**config.mk**
```make
export PLATFORM = sky130hd
export DESIGN_NAME = comparator_4bit_flat
export DESIGN_NICKNAME = d
export VERILOG_FILES = /design/src/rtl/comparator_4bit_if.sv /design/src/rtl/comparator_4bit.sv /design/src/flat_wrapper.sv
export SDC_FILE = /design/constraint.sdc
export NUM_CORES = 1
export LEC_CHECK = 0
export CAP_MARGIN = 0
export CORE_AREA = 5 5 42 44
export DETAILED_ROUTE_END_ITERATION = 8
export DIE_AREA = 0 0 47 49
export PLACE_DENSITY = 0.57
export SLEW_MARGIN = 20
export SYNTH_ARGS = -nofsm -noshare
export SYNTH_HDL_FRONTEND = slang
export SYNTH_SLANG_ARGS = --single-unit
```
**constraint.sdc**
```tcl
create_clock -name clk -period 0.84 [get_ports clk]
set_input_delay 0.126 -clock clk [delete_from_list [all_inputs] [get_ports clk]]
set_output_delay 0.126 -clock clk [all_outputs]
set_load 0.02 [all_outputs]
```
**src/rtl/comparator_4bit_if.sv**
```systemverilog
// Operand/cascade request bundle and registered compare result for comparator_4bit.
// The master drives operands and cascade inputs. The slave, which is the comparator, returns the flags.
interface comparator_4bit_if #(
  parameter int WIDTH = 4
);
  logic             in_valid;
  logic [WIDTH-1:0] A;
  logic [WIDTH-1:0] B;
  logic             signed_mode;
  logic             casc_lt;
  logic             casc_gt;
  logic             casc_eq;
  logic             out_valid;
  logic             A_lt_B;
  logic             A_gt_B;
  logic             A_eq_B;

  modport master (
    output in_valid, A, B, signed_mode, casc_lt, casc_gt, casc_eq,
    input  out_valid, A_lt_B, A_gt_B, A_eq_B
  );

  modport slave (
    input  in_valid, A, B, signed_mode, casc_lt, casc_gt, casc_eq,
    output out_valid, A_lt_B, A_gt_B, A_eq_B
  );
endinterface

```
**src/rtl/comparator_4bit.sv**
```systemverilog
// Registered WIDTH-bit magnitude comparator with signed/unsigned mode and cascade inputs.
// The result is one-hot and is available one cycle after an accepted input.
module comparator_4bit #(
  parameter int WIDTH = 4
) (
  input  logic               clk,
  input  logic               rst_n,
  comparator_4bit_if.slave   bus
);

  // MSB-first scan: the first differing bit decides; in signed mode a set sign bit means smaller
  function automatic logic [1:0] scan_cmp(
    input logic [WIDTH-1:0] a,
    input logic [WIDTH-1:0] b,
    input logic             sm
  );
    logic lt;
    logic gt;
    lt = 1'b0;
    gt = 1'b0;
    for (int i = WIDTH - 1; i >= 0; i--) begin
      if (!lt && !gt && (a[i] != b[i])) begin
        if (sm && (i == WIDTH - 1)) begin
          lt = a[i];
          gt = b[i];
        end else begin
          lt = b[i];
          gt = a[i];
        end
      end else begin
        lt = lt;
        gt = gt;
      end
    end
    return {lt, gt};
  endfunction

  logic [WIDTH-1:0] a_s;
  logic [WIDTH-1:0] b_s;
  logic [1:0]       local_s;
  logic             lt_s;
  logic             gt_s;
  logic             eq_s;
  logic             out_valid_r;
  logic             lt_r;
  logic             gt_r;
  logic             eq_r;

  assign a_s     = bus.A;
  assign b_s     = bus.B;
  assign local_s = scan_cmp(a_s, b_s, bus.signed_mode);

  // Local result wins on inequality; on a tie the cascade chain decides (eq > gt > lt)
  always_comb begin
    lt_s = 1'b0;
    gt_s = 1'b0;
    eq_s = 1'b0;
    if (local_s != 2'b00) begin
      lt_s = local_s[1];
      gt_s = local_s[0];
    end else if (bus.casc_eq) begin
      eq_s = 1'b1;
    end else if (bus.casc_gt) begin
      gt_s = 1'b1;
    end else if (bus.casc_lt) begin
      lt_s = 1'b1;
    end else begin
      eq_s = 1'b1;
    end
  end

  // Result register: capture on accept; otherwise drop valid and hold the flags
  always_ff @(posedge clk or negedge rst_n) begin
    if (!rst_n) begin
      out_valid_r <= 1'b0;
      lt_r        <= 1'b0;
      gt_r        <= 1'b0;
      eq_r        <= 1'b0;
    end else if (bus.in_valid) begin
      out_valid_r <= 1'b1;
      lt_r        <= lt_s;
      gt_r        <= gt_s;
      eq_r        <= eq_s;
    end else begin
      out_valid_r <= 1'b0;
    end
  end

  assign bus.out_valid = out_valid_r;
  assign bus.A_lt_B    = lt_r;
  assign bus.A_gt_B    = gt_r;
  assign bus.A_eq_B    = eq_r;

endmodule

```
**src/flat_wrapper.sv**
```systemverilog
// flat-port wrapper written by rule: the top's interface ports become plain ports
module comparator_4bit_flat 
#(
  parameter int WIDTH = 4
)
  (clk, rst_n, bus_in_valid, bus_A, bus_B, bus_signed_mode, bus_casc_lt, bus_casc_gt, bus_casc_eq, bus_out_valid, bus_A_lt_B, bus_A_gt_B, bus_A_eq_B);
  comparator_4bit_if #(.WIDTH(WIDTH)) bus_i ();
  input  logic clk;
  input  logic rst_n;
  input wire logic [$bits(bus_i.in_valid)-1:0] bus_in_valid;
  input wire logic [$bits(bus_i.A)-1:0] bus_A;
  input wire logic [$bits(bus_i.B)-1:0] bus_B;
  input wire logic [$bits(bus_i.signed_mode)-1:0] bus_signed_mode;
  input wire logic [$bits(bus_i.casc_lt)-1:0] bus_casc_lt;
  input wire logic [$bits(bus_i.casc_gt)-1:0] bus_casc_gt;
  input wire logic [$bits(bus_i.casc_eq)-1:0] bus_casc_eq;
  output wire logic [$bits(bus_i.out_valid)-1:0] bus_out_valid;
  output wire logic [$bits(bus_i.A_lt_B)-1:0] bus_A_lt_B;
  output wire logic [$bits(bus_i.A_gt_B)-1:0] bus_A_gt_B;
  output wire logic [$bits(bus_i.A_eq_B)-1:0] bus_A_eq_B;
  assign bus_i.in_valid = bus_in_valid;
  assign bus_i.A = bus_A;
  assign bus_i.B = bus_B;
  assign bus_i.signed_mode = bus_signed_mode;
  assign bus_i.casc_lt = bus_casc_lt;
  assign bus_i.casc_gt = bus_casc_gt;
  assign bus_i.casc_eq = bus_casc_eq;
  assign bus_out_valid = bus_i.out_valid;
  assign bus_A_lt_B = bus_i.A_lt_B;
  assign bus_A_gt_B = bus_i.A_gt_B;
  assign bus_A_eq_B = bus_i.A_eq_B;
  comparator_4bit #(.WIDTH(WIDTH)) u_core (.clk(clk), .rst_n(rst_n), .bus(bus_i));
endmodule
```
# Word-level counts from Yosys, hierarchy flattened
# Cells that the tools add are included.
word_totals:
  reg_bits: 4
  latchBits: 0
  ram_bits: 0
  romBits: 0
  inputBits: 15
  word_cells: 43
  n_memories: 0
op_classes:
  add_sub_neg: 0
  n_mul: 0
  n_div: 0
  magnitude_cmp: 0
  n_eq_ne: 4
  shift: 0
  muxes: 22
  n_bitwise: 0
  reduce_logical: 13
ops:
  columns: ["cell", "n"]
  rows:
  - ["$mux 1", 22]
  - ["$logic_and 1x1->1", 6]
  - ["$logic_not 1->1", 6]
  - ["$ne 1x1->1", 4]
  - ["$reduce_bool 2->1", 1]

# Depth between registers and ports, before layout
depth:
  word_depth: 16
  depth_mapped: 6

# Worst setup path after synthesis
# No wires, ideal clock.
synth_timing:
  path_type: "input port to flip-flop"
  start: "input bus_B[3]"
  end: "register u_core.gt_r (netlist: u_core.bus.A_gt_B)"
  t_arrival_ps: 1205
  required_time_ps: 775
  slack_ps: -430
  stages: 6
  path_cell_list: "buf_6 or3b_1 a2bb2oi_2 nor3_1 nor4b_2 o22a_1"
synth_via:
  elab_chain_cells: 16
synth_lines:
  columns: ["element", "line_no", "rtl"]
  rows:
  - ["from (decl)", "flat_wrapper.sv:12", "input wire logic [$bits(bus_i.B)-1:0] bus_B;"]
  - ["$mux 1 / $ne 1x1->1 (equally long branches)", "comparator_4bit.sv:23, comparator_4bit.sv:22", null]
  - ["$mux 1", "comparator_4bit.sv:22", "if (!lt && !gt && (a[i] != b[i])) begin"]
  - ["$logic_not 1->1", "comparator_4bit.sv:22", null]
  - ["$logic_and 1x1->1 (2 in a row)", "comparator_4bit.sv:22", null]
  - ["$mux 1", "comparator_4bit.sv:22", null]
  - ["$logic_not 1->1", "comparator_4bit.sv:22", null]
  - ["$logic_and 1x1->1 (2 in a row)", "comparator_4bit.sv:22", null]
  - ["$mux 1", "comparator_4bit.sv:22", null]
  - ["$logic_not 1->1", "comparator_4bit.sv:22", null]
  - ["$logic_and 1x1->1 (2 in a row)", "comparator_4bit.sv:22", null]
  - ["$mux 1", "comparator_4bit.sv:22", null]
  - ["$reduce_bool 2->1", "comparator_4bit.sv:58", "if (local_s != 2'b00) begin"]
  - ["$mux 1 (*)", "comparator_4bit.sv:58", null]
  - ["to (signal assigned)", "comparator_4bit.sv:82", "gt_r <= gt_s;"]
  - ["to (decl)", "comparator_4bit.sv:46", "logic gt_r;"]
# Every way passes the cells marked *; elsewhere a longest branch is shown, timed or not.
# A chain may end at the register's enable or synchronous reset.

# Worst setup path in the final report
layout_timing:
  start: "input bus_B[2]"
  end: "register u_core.gt_r (netlist: u_core.bus.A_gt_B)"
layout_via:
  elab_chain_cells: 13
layout_lines:
  columns: ["element", "line_no"]
  rows:
  - ["$ne 1x1->1", "comparator_4bit.sv:22"]
  - ["$logic_and 1x1->1", "comparator_4bit.sv:22"]
  - ["$mux 1", "comparator_4bit.sv:22"]
  - ["$logic_not 1->1", "comparator_4bit.sv:22"]
  - ["$logic_and 1x1->1 (2 in a row)", "comparator_4bit.sv:22"]
  - ["$mux 1", "comparator_4bit.sv:22"]
  - ["$logic_not 1->1", "comparator_4bit.sv:22"]
  - ["$logic_and 1x1->1 (2 in a row)", "comparator_4bit.sv:22"]
  - ["$mux 1", "comparator_4bit.sv:22"]
  - ["$reduce_bool 2->1", "comparator_4bit.sv:58"]
  - ["$mux 1 (*)", "comparator_4bit.sv:58"]
# Marks and branches as above.

==> out/summary.txt <==
highest net fanout along the worst path: 3
fraction of the core area covered by cells at the end of the flow: 0.511
Synth cell types: 25
Synthesized Nets: 50
CTS Buf Count: 3
type of element launching the critical path: input pin
number of inserted diodes: 0
Crit path largest cell delay: 0.26 ns
Clock Pin Slew Worst Setup and Hold Paths: 0.04 ns
Sinks on Clock Net: 4
fin nets: 79
CP dominant cell by count: buf_6
area share of the largest cell type after synthesis: 0.289
leakage power: 0.310 nW
cell row count: 14
Synth Instances: 35
via count of the first global-routing pass: 386
max-capacitance violation count: 0
fraction of layout instances using a drive strength above 1: 0.613
number of warnings printed during yosys synthesis: 0
maximum achievable frequency: 904 MHz
length of the first detailed-routing pass in iterations: 2
final-report setup violation count: 7
violation count after the first detailed-routing iteration: 3
post-DP HPWL: 721 um
transition time at the pin with the least slew margin: 0.340 ns
effective utilization at floorplan: 0.247
horizontal extent of the die: 47 um
drt wl/cell: 13.1 um
residual overflow from global routing: 0
port bufs: 18
HP Class: input pin to asynchronous set/reset pin
class of the most critical setup path: input pin to register
clock tree from TritonCTS: yes
number of max-slew violations in the final report: 0
Post CTS Setup Buffer Count: 0
residual antenna-violating net count after detailed routing: 0
Avg Vias per Cell: 4.86
clock insertion delay at the later pin of the skew report: 0.23 ns
Die Height: 49 um
maximum ir drop on the vdd rail: 0.407 mV
category of the worst setup path capture point: register
post-layout min period: 1.11 ns
tightest slew margin relative to the limit: 0.772
number of top-level design ports: 19
wire length of the first global-routing pass: 1660 um
RSZ-0062 raised after global routing: true
area overhead of the layout relative to synthesis: 106%
violations in the final reports: setup timing
maximum level of the CTS H-tree: 1
data arrival time of the critical path: 1.28 ns
maximum number of pins on one net before global-route repair: 9
worst-case clock skew: 0 ns
Yosys top cell by area: dfrtp_1
leading cell type in the layout, fill and taps excluded: buf_6
CTS max path bufs: 2
slowest cell on the critical path: nor4b_4
area enclosed by the die boundary: 0.00230 mm^2
Hold Violations, Final: 0
sequential cell area fraction in the yosys report: 0.289
result of the run: complete, but fails checks
total core area: 0.00140 mm^2
post-synthesis instance area: 347 um^2
buffer type at the clock tree root: clkbuf_4
GRT Overall Usage: 0.107
remaining design rule violation count: 0
summed negative setup slack over all endpoints: -0.832 ns
total via count in the routed design: 379
overall power after layout: 0.838 mW
Power Dens Cells: 1170 mW/mm^2
average cell area after synthesis: 9.90 um^2
top library cells by usage in the layout, fill and taps aside: buf_6 (8), clkdlybuf4s50_1 (6), buf_4 (6), nor2_1 (4), dfrtp_1 (4)
flops & latches, synth: 4
least setup slack across all paths after layout: -0.266 ns
last weighted congestion value of the routability-driven placer: 0.670
antenna violations before repair: 0
critical path, cell by cell: buf_6, and2b_2, mux2i_1, a21oi_2, buf_6, nor4b_4, o22a_1
biggest area contributors in the synthesized netlist: dfrtp_1 (29%), nor4b_2 (8.7%), o41ai_2 (4.7%)
WP data required: 1.01 ns
Detailed Route WL: 1020 um
fillers: 133
share of the clock period used by the worst path after layout: 1.32
[cell usage after synthesis (all sizes together)]
master   number
a21oi         3
nand2         1
a211oi        1
and2b         1
nor2          4
nor2b         2
buf           1
o41ai         2
o21ai         1
inv           2
o22a          1
and3b         1
o22ai         1
nor4b         2
or3b          1
nor3          1
a2bb2oi       1
nand2b        1
xor2          1
dfrtp         4
nor3b         2
mux2i         1
[worst max-delay path, delay by kind of cell]
family | cells | cell delay, ns
buffers and inverters | 2 | 0.23
muxes | 1 | 0.17
AOI/OAI and AO/OA | 2 | 0.26
and+or+nand+nor | 2 | 0.48
[final timing paths]
path,start,end,slack [ns],cells past startpoint
worst max-delay path,bus_B[2],u_core.bus.A_gt_B,-0.27,7
min in group clk,bus_B[0],u_core.bus.A_lt_B,0.41,3
worst max register to register,u_core.bus.A_lt_B,u_core.bus.A_lt_B,0.04,3
worst min register to register,u_core.bus.A_eq_B,u_core.bus.A_eq_B,0.52,2
max in group asynchronous,rst_n,u_core.bus.A_gt_B,0.59,1
worst min-delay path,rst_n,u_core.bus.A_lt_B,0.09,1
[layout make-up]
cell class | count | area [um^2] | share of cell area
Multi-Input combinational cell | 28 | 330 | 0.462
Sequential cell | 4 | 100 | 0.140
Inverter | 2 | 7.51 | 0.0105
Clock buffer | 3 | 22.5 | 0.0315
Timing Repair Buffer | 25 | 235 | 0.329
Tap cell | 16 | 20.0 | 0.0280
[metal layers]
metal,vias to the layer above,share of wire,GRT usage
met1,171,0.34,0.106
met4,0,0.045,0.111
met3,4,0.098,0.0295
li1,184,-,-
met5,-,0,0
met2,20,0.52,0.163
[cell families after synthesis]
logic type,Yosys count,share of synthesized area
buffers and inverters,3,0.0542
flip-flops,4,0.289
multiplexers,1,0.0289
XOR/XNOR,1,0.0253
AO/OA/AOI/OAI,10,0.264
AND/OR/NAND/NOR,16,0.339
[state kept, by name, summed over array words and instances (netlist names)]
| name | count |
|---|---|
| u_core.bus.A_lt_B | 1 |
| u_core.bus.A_eq_B | 1 |
| u_core.bus.A_gt_B | 1 |
| u_core.bus.out_valid | 1 |
[report_power, final]
group	internal, mW	switching [mW]
registers	0.214	0.0128
clock network	0.160	0.0758
logic	0.210	0.166
[timing repair]
item | CTS | global route
gates resized for setup | 65 | 6
pin swaps | 12 | 4
setup endpoints to repair | 7 | 7
hold buffers | 0 | 0
[metrics by stage]
step	instance area, um^2	hold WS, ns	cells	setup WS, ns
2_1_floorplan	355	-0.170	35	-0.424
3_3_place_gp	593	0.344	75	-1.02
3_5_place_dp	593	0.340	75	-1.02
4_1_cts	703	0.0899	78	-0.311
5_1_grt	716	0.105	78	-0.292
6_report	716	0.0925	78	-0.266
(Power assumes the default switching activity.)
